--- src/rtl/carbon_arb_pkg.sv ---
// carbon_arb_pkg
//   Shared types and helpers for the carbon weighted round-robin arbiter.
//   arb_state_t    : arbiter ownership state
//   ARB_MAX_M      : largest supported number of masters
//   onehot_to_idx  : binary index of the set bit in a one-hot vector
package carbon_arb_pkg;

  localparam int ARB_MAX_M = 8;

  typedef enum logic {
    ARB_IDLE  = 1'b0,
    ARB_OWNED = 1'b1
  } arb_state_t;

  function automatic int onehot_to_idx(input logic [ARB_MAX_M-1:0] oh);
    int idx;
    idx = 0;
    for (int i = 0; i < ARB_MAX_M; i++) begin
      if (oh[i]) idx = i;
    end
    return idx;
  endfunction

endpackage

--- src/rtl/carbon_rr_pick.sv ---
// carbon_rr_pick
//   Combinational rotating-priority picker. Returns the first unmasked
//   requester found searching upward from i_ptr, wrapping modulo M.
//   i_req   : per-master request
//   i_mask  : masters excluded from this search
//   i_ptr   : index where the search starts
//   o_found : at least one eligible requester
//   o_idx   : index of the winner (0 when none found)
module carbon_rr_pick #(
  parameter int M     = 4,
  parameter int IDX_W = 2
) (
  input  logic [M-1:0]     i_req,
  input  logic [M-1:0]     i_mask,
  input  logic [IDX_W-1:0] i_ptr,
  output logic             o_found,
  output logic [IDX_W-1:0] o_idx
);

  logic [M-1:0] w_cand;
  int           w_pos;

  always_comb begin
    w_cand  = i_req & ~i_mask;
    o_found = 1'b0;
    o_idx   = '0;
    w_pos   = 0;
    for (int k = 0; k < M; k++) begin
      w_pos = int'(i_ptr) + k;
      if (w_pos >= M) w_pos = w_pos - M;
      if (!o_found && w_cand[w_pos[IDX_W-1:0]]) begin
        o_found = 1'b1;
        o_idx   = w_pos[IDX_W-1:0];
      end
    end
  end

endmodule

--- src/rtl/carbon_wrr_arbiter.sv ---
// carbon_wrr_arbiter
//   Weighted round-robin ownership arbiter for a shared fabric slave.
//   The owner keeps the resource for weight+1 completed transactions per
//   turn; a lock bit from the owner pins ownership across completions.
//   i_clk         : system clock
//   i_rst_n       : synchronous active-low reset
//   i_req         : per-master request, held until its transaction completes
//   i_lock        : per-master lock, honoured only for the current owner
//   i_weight      : packed per-master weights, master i at [i*WEIGHT_W +: WEIGHT_W]
//   i_xact_done   : one-cycle pulse, owner's transaction completed
//   o_grant       : one-hot owner
//   o_grant_valid : an owner exists
//   o_grant_idx   : binary owner index, 0 when idle
//   o_credit      : transactions remaining in the owner's turn
//
// state     | meaning
// ----------+-------------------------------------------------------------
// ARB_IDLE  | no owner; any request is granted on the next edge
// ARB_OWNED | r_idx owns the slave; completions consume r_credit
module carbon_wrr_arbiter
  import carbon_arb_pkg::*;
#(
  parameter int M        = 4,
  parameter int WEIGHT_W = 4,
  parameter int IDX_W    = $clog2(M)
) (
  input  logic                  i_clk,
  input  logic                  i_rst_n,
  input  logic [M-1:0]          i_req,
  input  logic [M-1:0]          i_lock,
  input  logic [M*WEIGHT_W-1:0] i_weight,
  input  logic                  i_xact_done,
  output logic [M-1:0]          o_grant,
  output logic                  o_grant_valid,
  output logic [IDX_W-1:0]      o_grant_idx,
  output logic [WEIGHT_W:0]     o_credit
);

  arb_state_t          r_state;
  logic [M-1:0]        r_grant;
  logic                r_valid;
  logic [IDX_W-1:0]    r_idx;
  logic [IDX_W-1:0]    r_ptr;
  logic [WEIGHT_W:0]   r_credit;

  logic [IDX_W-1:0]    w_ptr_next;
  logic [IDX_W-1:0]    w_pick_ptr;
  logic [M-1:0]        w_mask;
  logic                w_found;
  logic [IDX_W-1:0]    w_pick_idx;
  logic [M-1:0]        w_pick_oh;
  logic [WEIGHT_W:0]   w_load;
  logic [WEIGHT_W:0]   w_credit_dec;
  logic                w_keep;
  logic                w_consume;

  always_comb begin
    w_ptr_next   = (r_idx == IDX_W'(M-1)) ? '0 : r_idx + 1'b1;
    w_pick_ptr   = (r_state == ARB_OWNED) ? w_ptr_next : r_ptr;
    // On handover the outgoing owner is masked out unless nobody else asks,
    // so a lone requester is re-granted back-to-back.
    w_mask       = ((r_state == ARB_OWNED) && ((i_req & ~r_grant) != '0)) ? r_grant : '0;
    w_pick_oh    = {{(M-1){1'b0}}, 1'b1} << w_pick_idx;
    w_load       = {1'b0, i_weight[int'(w_pick_idx)*WEIGHT_W +: WEIGHT_W]} + (WEIGHT_W+1)'(1);
    w_credit_dec = r_credit - (WEIGHT_W+1)'(1);
    w_keep       = (w_credit_dec != '0) && i_req[r_idx];
    w_consume    = i_xact_done && !i_lock[r_idx];
  end

  carbon_rr_pick #(
    .M     (M),
    .IDX_W (IDX_W)
  ) u_pick (
    .i_req   (i_req),
    .i_mask  (w_mask),
    .i_ptr   (w_pick_ptr),
    .o_found (w_found),
    .o_idx   (w_pick_idx)
  );

  always_ff @(posedge i_clk) begin
    if (!i_rst_n) begin
      r_state  <= ARB_IDLE;
      r_grant  <= '0;
      r_valid  <= 1'b0;
      r_idx    <= '0;
      r_ptr    <= '0;
      r_credit <= '0;
    end else begin
      case (r_state)
        ARB_IDLE: begin
          if (w_found) begin
            r_state  <= ARB_OWNED;
            r_grant  <= w_pick_oh;
            r_valid  <= 1'b1;
            r_idx    <= w_pick_idx;
            r_credit <= w_load;
          end
        end
        ARB_OWNED: begin
          if (w_consume) begin
            if (w_keep) begin
              r_credit <= w_credit_dec;
            end else begin
              r_ptr <= w_ptr_next;
              if (w_found) begin
                r_grant  <= w_pick_oh;
                r_idx    <= w_pick_idx;
                r_credit <= w_load;
              end else begin
                r_state  <= ARB_IDLE;
                r_grant  <= '0;
                r_valid  <= 1'b0;
                r_idx    <= '0;
                r_credit <= '0;
              end
            end
          end
        end
        default: r_state <= ARB_IDLE;
      endcase
    end
  end

  assign o_grant       = r_grant;
  assign o_grant_valid = r_valid;
  assign o_grant_idx   = r_idx;
  assign o_credit      = r_credit;

`ifndef SYNTHESIS
  a_req_held: assert property (@(posedge i_clk) disable iff (!i_rst_n)
    (r_state == ARB_OWNED && !i_xact_done) |-> i_req[r_idx])
    else $error("owner %0d dropped req before xact_done", r_idx);

  a_done_idle: assert property (@(posedge i_clk) disable iff (!i_rst_n)
    (r_state == ARB_IDLE) |-> !i_xact_done)
    else $error("xact_done pulsed with no owner");

  a_grant_onehot: assert property (@(posedge i_clk) disable iff (!i_rst_n)
    $onehot0(r_grant) && (r_valid == (r_grant != '0)))
    else $error("grant not one-hot or valid inconsistent: %b", r_grant);

  a_idx_match: assert property (@(posedge i_clk) disable iff (!i_rst_n)
    r_valid |-> (onehot_to_idx(ARB_MAX_M'(r_grant)) == int'(r_idx)))
    else $error("grant_idx %0d does not match grant %b", r_idx, r_grant);
`endif

endmodule

--- config.mk ---
export PLATFORM = sky130hd
export DESIGN_NAME = carbon_wrr_arbiter
export DESIGN_NICKNAME = d
export VERILOG_FILES = /design/src/rtl/carbon_arb_pkg.sv /design/src/rtl/carbon_rr_pick.sv /design/src/rtl/carbon_wrr_arbiter.sv
export SDC_FILE = /design/constraint.sdc
export NUM_CORES = 1
export LEC_CHECK = 0
export CORE_MARGIN = 4
export CORE_UTILIZATION = 44
export CTS_CLUSTER_SIZE = 20
export DETAILED_ROUTE_END_ITERATION = 8
export PLACE_DENSITY = 0.85
export SYNTH_ARGS = -nofsm -noshare
export SYNTH_HDL_FRONTEND = slang
export SYNTH_SLANG_ARGS = --single-unit
--- constraint.sdc ---
create_clock -name i_clk -period 2.6 [get_ports i_clk]
set_input_delay 0.39 -clock i_clk [delete_from_list [all_inputs] [get_ports i_clk]]
set_output_delay 0.39 -clock i_clk [all_outputs]
set_load 0.02 [all_outputs]
==> flow_summary.yaml <==
run_status:
  status: "completed"
detailed_routing:
  drtAntennaViolNets: 0
  drt_iter0_markers: 232
  drt-total-wl_um: 4110
  vias: 1523
  drc: 0
  post_drt_wl_per_cell_um: 14.89
  routed_via_density: 5.518
  first_pass_iters: 4
power_and_ir_drop:
  p_leak_nw: 0.8870
  p_seq_share_pct: 27.9
  power_density_mw_per_mm2: 489.6
  peakVddDrop_uv: 333.4
  intPower_uw: 649.5
  power.share.combinational_pct: 59.3
  switchingPower_uw: 417.1
  power_mw: 1.067
  swShare_pct: 39.10
  clkPwrFrac_pct: 12.8
worst_setup_path:
  worstPathMaxFanout: 3
  worstSetupEndpointType: "register"
  required_ns: 2.83
  crit_chain: "ha_4, mux2_4, a211oi_2, o21ai_1, a21oi_2, buf_4, mux2i_2, mux2i_2, ha_2, nand2_1, o211ai_1, o211a_1"
  critical_path_class: "reg -> reg"
  slowest_delay_ns: 0.35
  start_kind: "register"
  critPathArrivalTime_ns: 2.80
  r2r_cells: 12
  timing.critical_path.mode_cell: "mux2i_2"
  slowest_stage: "dfxtp_2"
global_route:
  grt_max_degree: 17
  globalRouteOverflowTotal: 0
  grt_antenna_before_repair: 0
  first_global_vias: 1454
  grt.total_usage_pct: 19.61
  grt_pass1_wl_um: 6596
placement:
  place_hpwl_um: 3099
  post-place-ws_ns: -0.3173
  place_inst: 270
  port_buffers: 38
  place.gp.congestion: 0.8838
timing:
  tightest_slew_ns: 0.4951
  period_minus_slack_ns: 2.567
  hold_slack_ns: 0.5375
  setup_viol: 0
  hold_viol_final: 0
  rsz0062_at_grt: "yes"
  finalClockSkew_ns: 0.002915
  timing.final.ws_setup_ns: 0.03283
  finalCritPeriodShare_pct: 98.74
  fmax_mhz: 389.5
  slew_headroom_pct: 67.00
  final_max_slew_viol_count: 0
worst_hold_path:
  holdPathStages: 2
  hp-class: "reg -> reg"
cells_and_area:
  fillerInstances: 220
  final_common_cell: "clkdlybuf4s50_1"
  final_cell_count_no_fill: 276
  fin_nets: 264
  diodes: 0
  synthToLayoutAreaGrowth_pct: 52.99
  drive_above_1_share_pct: 31.90
  final_cell_mix: "35 x clkdlybuf4s50_1, 33 x buf_4, 14 x nand2_1, 12 x dfxtp_1, 9 x a21oi_1"
logic_synthesis:
  syn_avg_cell_area_um2: 8.844
  synth_edf_count: 0
  ys_seq_area_share_pct: 21.09
  synth.distinct_cells: 62
  syn_nets: 192
  synth_area_leader_cell: "dfxtp_1"
  ys_ff_latch: 15
  synth_top_area_share_pct: 21.09
  synthFlopType: "dfxtp_1"
  yosysWarnings: 0
  synthTopCellsByArea: "dfxtp_1 21%, a41oi_2 4.6%, mux2i_1 4.2%"
  syn_area_mm2: 0.001424
  async_flop_share_pct: 0
  synthCells: 161
floorplanning:
  die_y_um: 64.89
  dieArea_mm2: 0.004210
  pin_count: 39
  initial_core_util_pct: 46.26
  rows: 20
  core_area_mm2: 0.003078
  die_w_um: 64.89
clocking:
  cts_made_buffers: 3
  cts_num_sinks: 15
  cts_tree: "yes"
  htree_levels: 1
  cts_buffer_depth: 2
  clkLatencyLatePin_ns: 0.28
  clk_pin_slew_ns: 0.09
  root_buffer: "clkbuf_4"
run:
  maxCapViolCount: 0
-- cells in the mapped netlist, drive strengths merged (3+ instances only) --
master  count
mux2i       7
nor2        7
buf         4
nand2      14
ha          4
a21boi      4
a31oi       3
nor4        3
nand2b      7
a22oi       5
inv         8
dfxtp      15
nor3        3
nor2b       7
and2        3
mux4        3
o211a       3
o21ai      11
a41oi       4
a21oi      12
-- final timing paths --
path	start	end	slack, ns
setup reg to reg	o_grant_idx[1]	o_credit[1]	0.03
setup / recovery	o_grant_idx[1]	o_credit[1]	0.03
hold reg to reg	r_ptr[0]	r_ptr[0]	0.54
hold / removal	r_ptr[0]	r_ptr[0]	0.54
-- kinds of logic after synthesis --
logic type               synth area share (%)
multiplexers                            11.77
AND/OR/NAND/NOR                         23.29
adder cells (fa/ha/maj)                 3.515
XOR/XNOR                               0.6152
buffers and inverters                   5.272
AO/OA/AOI/OAI                           34.45
flip-flops                              21.09
-- layout make-up --
type                    count  area (µm²)  area share [%]
clock buffers               4       26.28           1.206
inverters                   8       30.03           1.379
multi-input cells         133        1114           51.12
flip-flops and latches     15       306.5           14.07
well taps                  44       55.05           2.527
repair buffers             72       646.9           29.70
-- worst max-delay path, delay by kind of cell (launching register included) --
kind	cells	cell delay, ns
compound gates	5	0.76
buf+inv	1	0.17
fa+ha+maj	2	0.56
simple gates	1	0.06
flops	1	0.35
mux	3	0.61
-- sequential cells by signal, indices dropped and copies added, names as in the netlist --
| signal | cells |
|---|---|
| o_credit | 5 |
| o_grant | 4 |
| o_grant_idx | 2 |
| o_grant_valid | 1 |
| r_ptr | 2 |
| r_state | 1 |
-- repair_timing --
| action | in CTS | in global routing |
|---|---|---|
| hold buffers | 0 | 0 |
| pin swaps | 1 | 12 |
| endpoints found under the hold margin | 0 | 0 |
| buffers inserted | 0 | 3 |
| setup endpoints to repair | 1 | 7 |
| resized for setup | 1 | 13 |
| gates cloned | 0 | 0 |
-- per-layer routing --
layer / vias to the layer above / global-route usage (%) / part of all wire [%]
li1: 762 / - / -
met1: 697 / 24.71 / 43
met2: 54 / 31.80 / 49
met3: 10 / 3.293 / 4.7
met4: 0 / 10.29 / 2.3
met5: - / 0 / 0
-- power groups by stage --
stage | Clock (mW) | Sequential, mW | Combinational [mW]
after floorplan | 0 | 0.334 | 0.325
after global placement | 0 | 0.301 | 0.587
after detailed placement | 0 | 0.301 | 0.600
after CTS | 0.136 | 0.297 | 0.606
after global routing | 0.155 | 0.306 | 0.688
final | 0.136 | 0.298 | 0.633
-- stage by stage --
stage	cell area, µm²	util [%]	TNS (ns)
after floorplan	1445	-	0
after global placement	2076	67.44	-1.153
after detailed placement	2076	67.44	-1.553
after CTS	2113	68.66	0
after global routing	2178	70.77	-0.05164
final	2178	70.77	0
Note: power is estimated with default switching activity, not from simulation.
